$ cat src/rtl/button_event_arbiter.sv
// button_event_arbiter: turns NUM_BTNS debounced button levels into
// PRESS / RELEASE / HOLD (and optionally REPEAT) events. Each button owns a
// small UP/DOWN/HELD FSM and three pending flags. A round-robin arbiter
// moves at most one pending event per cycle into a small FIFO, whose head
// is presented on a ready/valid stream.
// Optional feature macro: BTN_AUTOREPEAT_EN (auto-repeat while HELD,
// events of type 11). When undefined, HELD is static.
module button_event_arbiter #(
  parameter int NUM_BTNS      = 4,
  parameter int IDX_W         = 2,
  parameter int HOLD_CYCLES   = 100_000_000,
  parameter int CNT_W         = 27,
  parameter int REPEAT_CYCLES = 25_000_000,
  parameter int FIFO_DEPTH    = 4,
  parameter int FIFO_AW       = 2
) (
  input  logic                clk,
  input  logic                reset,
  input  logic [NUM_BTNS-1:0] btn_db,
  input  logic                event_ready,
  output logic                event_valid,
  output logic [IDX_W-1:0]    event_btn,
  output logic [1:0]          event_type,
  output logic                event_drop
);

  typedef enum logic [1:0] {ST_UP = 2'b00, ST_DOWN = 2'b01, ST_HELD = 2'b10} state_e;

  localparam logic [1:0] EV_PRESS   = 2'b00;
  localparam logic [1:0] EV_RELEASE = 2'b01;
  localparam logic [1:0] EV_HOLD    = 2'b10;
  localparam int         EV_W       = IDX_W + 2;
  localparam logic [CNT_W-1:0]  HOLD_LAST = CNT_W'(HOLD_CYCLES - 1);
  localparam logic [FIFO_AW:0]  FIFO_FULL = (FIFO_AW + 1)'(FIFO_DEPTH);

  // Elaboration guard: the shared counter must reach both terminal counts.
  if (CNT_W < $clog2(HOLD_CYCLES) || CNT_W < $clog2(REPEAT_CYCLES)) begin : g_cnt_w_check
    $error("CNT_W too narrow for HOLD_CYCLES / REPEAT_CYCLES");
  end

  state_e              st_q   [NUM_BTNS];
  state_e              st_d   [NUM_BTNS];
  logic [CNT_W-1:0]    cnt_q  [NUM_BTNS];
  logic [CNT_W-1:0]    cnt_d  [NUM_BTNS];
  logic [NUM_BTNS-1:0] set_p, set_r, set_h;
  logic [NUM_BTNS-1:0] pend_p_q, pend_p_d, pend_r_q, pend_r_d, pend_h_q, pend_h_d;
  logic [NUM_BTNS-1:0] pend_any, clr_p, clr_r, clr_h;
  logic                drop_q, drop_d;
`ifdef BTN_AUTOREPEAT_EN
  localparam logic [1:0]       EV_REPEAT   = 2'b11;
  localparam logic [CNT_W-1:0] REPEAT_LAST = CNT_W'(REPEAT_CYCLES - 1);
  logic [NUM_BTNS-1:0] set_rep, rep_q, rep_d;
`endif

  logic                pop, push, grant_ok, gnt_any;
  logic [IDX_W-1:0]    gnt_idx, cand, rr_q, rr_d;
  logic [1:0]          gnt_type;
  logic [EV_W-1:0]     mem_q [FIFO_DEPTH];
  logic [EV_W-1:0]     mem_d [FIFO_DEPTH];
  logic [FIFO_AW-1:0]  wr_ptr_q, wr_ptr_d, rd_ptr_q, rd_ptr_d, head_ptr;
  logic [FIFO_AW:0]    count_q, count_d;

  // Per-button FSM: next state, counter and the event each button raises.
  always_comb begin
    set_p = '0;
    set_r = '0;
    set_h = '0;
`ifdef BTN_AUTOREPEAT_EN
    set_rep = '0;
`endif
    for (int i = 0; i < NUM_BTNS; i++) begin
      st_d[i]  = st_q[i];
      cnt_d[i] = cnt_q[i];
      case (st_q[i])
        ST_UP: begin
          if (btn_db[i]) begin
            st_d[i]  = ST_DOWN;
            cnt_d[i] = '0;
            set_p[i] = 1'b1;
          end
        end
        ST_DOWN: begin
          if (!btn_db[i]) begin
            st_d[i]  = ST_UP;
            set_r[i] = 1'b1;
          end else if (cnt_q[i] == HOLD_LAST) begin
            st_d[i]  = ST_HELD;
            cnt_d[i] = '0;
            set_h[i] = 1'b1;
          end else begin
            cnt_d[i] = cnt_q[i] + 1'b1;
          end
        end
        ST_HELD: begin
          if (!btn_db[i]) begin
            st_d[i]  = ST_UP;
            set_r[i] = 1'b1;
          end else begin
`ifdef BTN_AUTOREPEAT_EN
            if (cnt_q[i] == REPEAT_LAST) begin
              cnt_d[i]   = '0;
              set_h[i]   = 1'b1;
              set_rep[i] = 1'b1;
            end else begin
              cnt_d[i] = cnt_q[i] + 1'b1;
            end
`endif
          end
        end
        default: begin
          st_d[i]  = ST_UP;
          cnt_d[i] = '0;
        end
      endcase
    end
  end

  // Round-robin pick starting after the last granted button; PRESS wins
  // over HOLD/REPEAT, which wins over RELEASE, so press precedes release.
  always_comb begin
    pop      = event_valid & event_ready;
    grant_ok = (count_q < FIFO_FULL) | pop;
    pend_any = pend_p_q | pend_r_q | pend_h_q;
    gnt_any  = 1'b0;
    gnt_idx  = '0;
    cand     = '0;
    for (int k = 1; k <= NUM_BTNS; k++) begin
      if (int'(rr_q) + k >= NUM_BTNS) cand = IDX_W'(int'(rr_q) + k - NUM_BTNS);
      else                            cand = IDX_W'(int'(rr_q) + k);
      if (!gnt_any && pend_any[cand]) begin
        gnt_any = 1'b1;
        gnt_idx = cand;
      end
    end
    push  = grant_ok & gnt_any;
    clr_p = '0;
    clr_r = '0;
    clr_h = '0;
    if (pend_p_q[gnt_idx]) begin
      gnt_type       = EV_PRESS;
      clr_p[gnt_idx] = push;
    end else if (pend_h_q[gnt_idx]) begin
`ifdef BTN_AUTOREPEAT_EN
      gnt_type       = rep_q[gnt_idx] ? EV_REPEAT : EV_HOLD;
`else
      gnt_type       = EV_HOLD;
`endif
      clr_h[gnt_idx] = push;
    end else begin
      gnt_type       = EV_RELEASE;
      clr_r[gnt_idx] = push;
    end
    rr_d = push ? gnt_idx : rr_q;
  end

  // Pending flags: a set wins over a same-cycle grant; setting a flag that
  // is still waiting loses one event and raises event_drop next cycle.
  always_comb begin
    pend_p_d = (pend_p_q & ~clr_p) | set_p;
    pend_r_d = (pend_r_q & ~clr_r) | set_r;
    pend_h_d = (pend_h_q & ~clr_h) | set_h;
    drop_d   = |((set_p & pend_p_q & ~clr_p) |
                 (set_r & pend_r_q & ~clr_r) |
                 (set_h & pend_h_q & ~clr_h));
`ifdef BTN_AUTOREPEAT_EN
    rep_d = (rep_q & ~set_h) | set_rep;
`endif
  end

  // Event FIFO: write granted event at the tail, advance head on pop.
  always_comb begin
    mem_d    = mem_q;
    wr_ptr_d = wr_ptr_q;
    rd_ptr_d = rd_ptr_q;
    if (push) begin
      mem_d[wr_ptr_q] = {gnt_idx, gnt_type};
      wr_ptr_d        = wr_ptr_q + FIFO_AW'(1);
    end
    if (pop) rd_ptr_d = rd_ptr_q + FIFO_AW'(1);
    count_d  = count_q + (FIFO_AW + 1)'(push) - (FIFO_AW + 1)'(pop);
    // When empty keep showing the most recently popped entry.
    head_ptr = (count_q == '0) ? rd_ptr_q - FIFO_AW'(1) : rd_ptr_q;
  end

  assign event_valid = (count_q != '0);
  assign event_btn   = mem_q[head_ptr][EV_W-1:2];
  assign event_type  = mem_q[head_ptr][1:0];
  assign event_drop  = drop_q;

  // State registers with asynchronous reset.
  always_ff @(posedge clk or posedge reset) begin
    if (reset) begin
      for (int i = 0; i < NUM_BTNS; i++) begin
        st_q[i]  <= ST_UP;
        cnt_q[i] <= '0;
      end
      for (int i = 0; i < FIFO_DEPTH; i++) mem_q[i] <= '0;
      pend_p_q <= '0;
      pend_r_q <= '0;
      pend_h_q <= '0;
      drop_q   <= 1'b0;
      rr_q     <= IDX_W'(NUM_BTNS - 1);
      wr_ptr_q <= '0;
      rd_ptr_q <= '0;
      count_q  <= '0;
`ifdef BTN_AUTOREPEAT_EN
      rep_q    <= '0;
`endif
    end else begin
      st_q     <= st_d;
      cnt_q    <= cnt_d;
      mem_q    <= mem_d;
      pend_p_q <= pend_p_d;
      pend_r_q <= pend_r_d;
      pend_h_q <= pend_h_d;
      drop_q   <= drop_d;
      rr_q     <= rr_d;
      wr_ptr_q <= wr_ptr_d;
      rd_ptr_q <= rd_ptr_d;
      count_q  <= count_d;
`ifdef BTN_AUTOREPEAT_EN
      rep_q    <= rep_d;
`endif
    end
  end

endmodule

$ cat config.mk
export PLATFORM = sky130hd
export DESIGN_NAME = button_event_arbiter
export DESIGN_NICKNAME = d
export VERILOG_FILES = /design/src/rtl/button_event_arbiter.sv
export SDC_FILE = /design/constraint.sdc
export NUM_CORES = 1
export LEC_CHECK = 0
export BUFFER_PORTS_ARGS = -buffer_cell sky130_fd_sc_hd__buf_4
export CAP_MARGIN = 10
export CORE_MARGIN = 2
export CORE_UTILIZATION = 55
export DETAILED_ROUTE_END_ITERATION = 6
export PLACE_DENSITY = 0.71
export REMOVE_ABC_BUFFERS = 1
export SLEW_MARGIN = 0
export SYNTH_ARGS = -nofsm -noshare
export SYNTH_HDL_FRONTEND = slang
export SYNTH_SLANG_ARGS = --single-unit
$ cat constraint.sdc
create_clock -name clk -period 7.2 [get_ports clk]
set_input_delay 0.36 -clock clk [delete_from_list [all_inputs] [get_ports clk]]
set_output_delay 0.36 -clock clk [all_outputs]
set_load 0.02 [all_outputs]
==> reports/summary.txt <==
Most frequent cells in the layout -> dfrtp_1, nor2_1, nand2_1, o21ai_0, nand3_1
Die width -> 127 um
Internal -> 0.00198 W
Total global-route track usage -> 21.0%
Outcome -> finished, final reports clean
Vias in the first global route -> 6110
Hold Fails Final Rpt -> 0
Final worst path period share -> 44.1%
Final WL -> 15.7 mm
Clock slew at reported path FFs -> 0.06 ns
Inst Count DP -> 1080
Port Buf Inserts -> 12
Starting Density -> 55.7%
DRC violations left -> 0
Antenna diode count -> 0
GRT overflow -> 0
Layout area overhead -> 10.6%
Mapped Area -> 8370 um^2
Synth Flop Type -> dfrtp_1
Routed vias -> 6343
Core area -> 15000 um^2
Via density -> 5.71
Post-route ant nets -> 0
Unrepaired setup endpoints after global routing -> no
Register area share after synthesis -> 46.1%
Mux contribution to synthesized area -> 2.86%
CTS Buf Count -> 17
Synthesized instance count -> 898
Maximum clock rate -> 0.315 GHz
Io pins -> 13
CTS Hold Buffers Added -> 0
WP data arrival -> 3.44 ns
Crit Reg-Reg Startpoint -> cnt_q[54]$_DFFE_PP0P_
Top-area cell type share of the netlist area -> 45.5%
CP required -> 7.46 ns
H-tree depth -> 4
Sw Ratio -> 34.3%
Total power -> 0.00301 W
Register bit total from synthesis -> 154
Initial DRC Count -> 367
Switching power -> 0.00103 W
Max stage delay on crit path -> 0.98 ns
CTS Sinks -> 154
Startpoint types -> flip-flop
Max-cap violations -> 0
Crit. End Element -> flip-flop
Drt first pass iters -> 5
Die Y -> 127 um
Hold WS -> 0.0703 ns
Layout Skew -> 0.00937 ns
CP max-delay cell -> nor2b_1
# rows -> 45
YS warnings -> 0
Worst-margin pin slew -> 1.18 ns
Reg power frac -> 37.7%
Fin cells -> 1111
Minimum clock period -> 3.18 ns
CTS tree -> done
Power per cell area -> 325 nW/um^2
Min-delay worst type -> in2async
Commonest non-fill, non-tap cell in the layout -> dfrtp_1
CTS Root Cell -> clkbuf_16
Post-CTS resize count -> 0
Layout Nets -> 941
Initial antenna violation count -> 0
Critical-path maximum fanout -> 17
Max_slew headroom -> 21.2%
Syn Area/Cell -> 9.32 um^2
R2R Setup Slk -> 4.02 ns
First-pass GRT wire length -> 28.0 mm
CTS max path bufs -> 2
Compound-Gate Fraction of Synth Area -> 11.4%
Combinational cell fraction of total power -> 30.9%
Post-synthesis adder-cell area fraction -> 3.53%
Async set-reset flop share out of synthesis -> 100%
Biggest area consumer among synthesized cells -> dfrtp_1
R2R depth -> 7
Kind of critical path -> reg2reg
Die area -> 16200 um^2
Post-CTS Setup Bufs -> 0
Unique masters post-synth -> 69
Clock share of power -> 31.4%
Post-DP HPWL -> 10.6 mm
RePlAce Congestion -> 0.813
Worst-skew pair later-pin latency -> 0.43 ns
Synth area leaders -> dfrtp_1, xor2_1, nor2_1, nand2_1, o21ai_0
Setup Total Neg Slack -> 0 ns
Layout cell share with drive strength beyond 1 -> 8.56%
XOR/XNOR Fraction of Synth Area -> 7.85%
Critical path cell sequence -> ha_1 -> and3_1 -> nand3_1 -> nor4_1 -> nand2b_1 -> nor2b_1 -> nor2_1
Endpoints failing setup -> 0
Synth Area in Simple Gates -> 25.2%
Maximum vdd drop -> 0.196 mV
Largest family of logic cells by synthesized area -> simple AND/OR/NAND/NOR gates
Largest net degree at the start of global routing -> 85
Number of synthesized flops with an enable pin -> 0
Leakage -> 3.99 nW
Reg2reg end -> cnt_q[71]$_DFFE_PP0P_
Fin. max-slew vios -> 0
Fillers -> 1297
WL per Instance -> 14.1 um
-- registers in the layout (all words and copies together) (netlist names) --
name        count
rr_q            2
count_q         3
event_drop      1
st_q            8
pend_h_q        4
mem_q          16
pend_r_q        4
cnt_q         108
rd_ptr_q        2
pend_p_q        4
wr_ptr_q        2
-- cells in the mapped netlist (3+ instances only) --
cell type  count
a21o_1         7
a21oi_1        9
a22o_1         5
a31oi_1        5
and2_1         4
and3_1        17
and4_1         7
buf_2          7
clkbuf_1      15
dfrtp_1      152
ha_1          22
inv_1         36
mux2_2         7
mux2i_1        7
mux4_2         4
nand2_1      108
nand2b_1      13
nand3_1       53
nand4_1       23
nand4b_1       4
nor2_1       109
nor2b_1        9
nor3_1        18
nor3_2         3
nor3b_1        3
nor4_1        13
nor4b_1        4
o21ai_0       76
o22ai_1        4
o31ai_1       15
o41ai_1        4
or3_1         14
or4_1          3
xnor2_1       28
xor2_1        47
-- stage by stage --
stage | utilization (%) | area [um^2] | setup WS [ns]
5_1_grt | 61.6 | 9260 | 3.66
2_1_floorplan | - | 8250 | 2.69
4_1_cts | 61.6 | 9260 | 3.99
3_3_place_gp | 57.4 | 8630 | 4.09
3_5_place_dp | 57.4 | 8630 | 3.95
6_report | 61.6 | 9260 | 4.02
-- worst max path at each step --
stage / startpoint / slack (ns) / end
after global placement: cnt_q[54]$_DFFE_PP0P_ / 4.09 / cnt_q[61]$_DFFE_PP0P_
after global routing: cnt_q[54]$_DFFE_PP0P_ / 3.66 / cnt_q[71]$_DFFE_PP0P_
final: cnt_q[54]$_DFFE_PP0P_ / 4.02 / cnt_q[71]$_DFFE_PP0P_
after CTS: cnt_q[54]$_DFFE_PP0P_ / 3.99 / cnt_q[71]$_DFFE_PP0P_
after floorplan: reset / 2.69 / cnt_q[0]$_DFFE_PP0P_
after detailed placement: cnt_q[54]$_DFFE_PP0P_ / 3.95 / cnt_q[74]$_DFFE_PP0P_
-- area by class of cell --
| cell class | instances | area [um^2] | share of cell area, % |
|---|---|---|---|
| multi-input combinational | 683 | 4260 | 46.0 |
| timing repair buffer | 19 | 143 | 1.54 |
| clock inverter | 10 | 166 | 1.80 |
| inverter | 36 | 140 | 1.51 |
| tap | 188 | 235 | 2.54 |
| clock buffer | 21 | 460 | 4.97 |
| sequential | 154 | 3860 | 41.7 |
-- power by group through the flow --
stage / Clock, W / Sequential [W] / Combinational, W
finish: 0.000943 / 0.00113 / 0.000930
CTS: 0.000965 / 0.00113 / 0.000936
detailed placement: 0 / 0.00114 / 0.000932
global route: 0.00100 / 0.00115 / 0.00105
global placement: 0 / 0.00114 / 0.000909
floorplan: 0 / 0.00111 / 0.000710
-- critical path, delay by kind of cell (launching register included) --
family	cells	cell delay, ns
adders and majority gates	1	0.20
DFF	1	0.37
and+or+nand+nor	6	2.44
-- routing by layer --
metal / GRT usage [%] / wire (um) / vias up
met2: 32.9 / 7250 / 103
met3: 4.69 / 532 / 16
met1: 29.4 / 7740 / 3045
li1: - / - / 3179
met5: 0 / 0 / -
met4: 6.46 / 161 / 0
-- kinds of logic after synthesis --
family / after synthesis
compound gates: 146
buf+inv: 61
simple gates: 421
fa+ha+maj: 23
flops: 154
xor+xnor: 75
mux: 18
No activity file was read; power rests on OpenSTA's default activity.
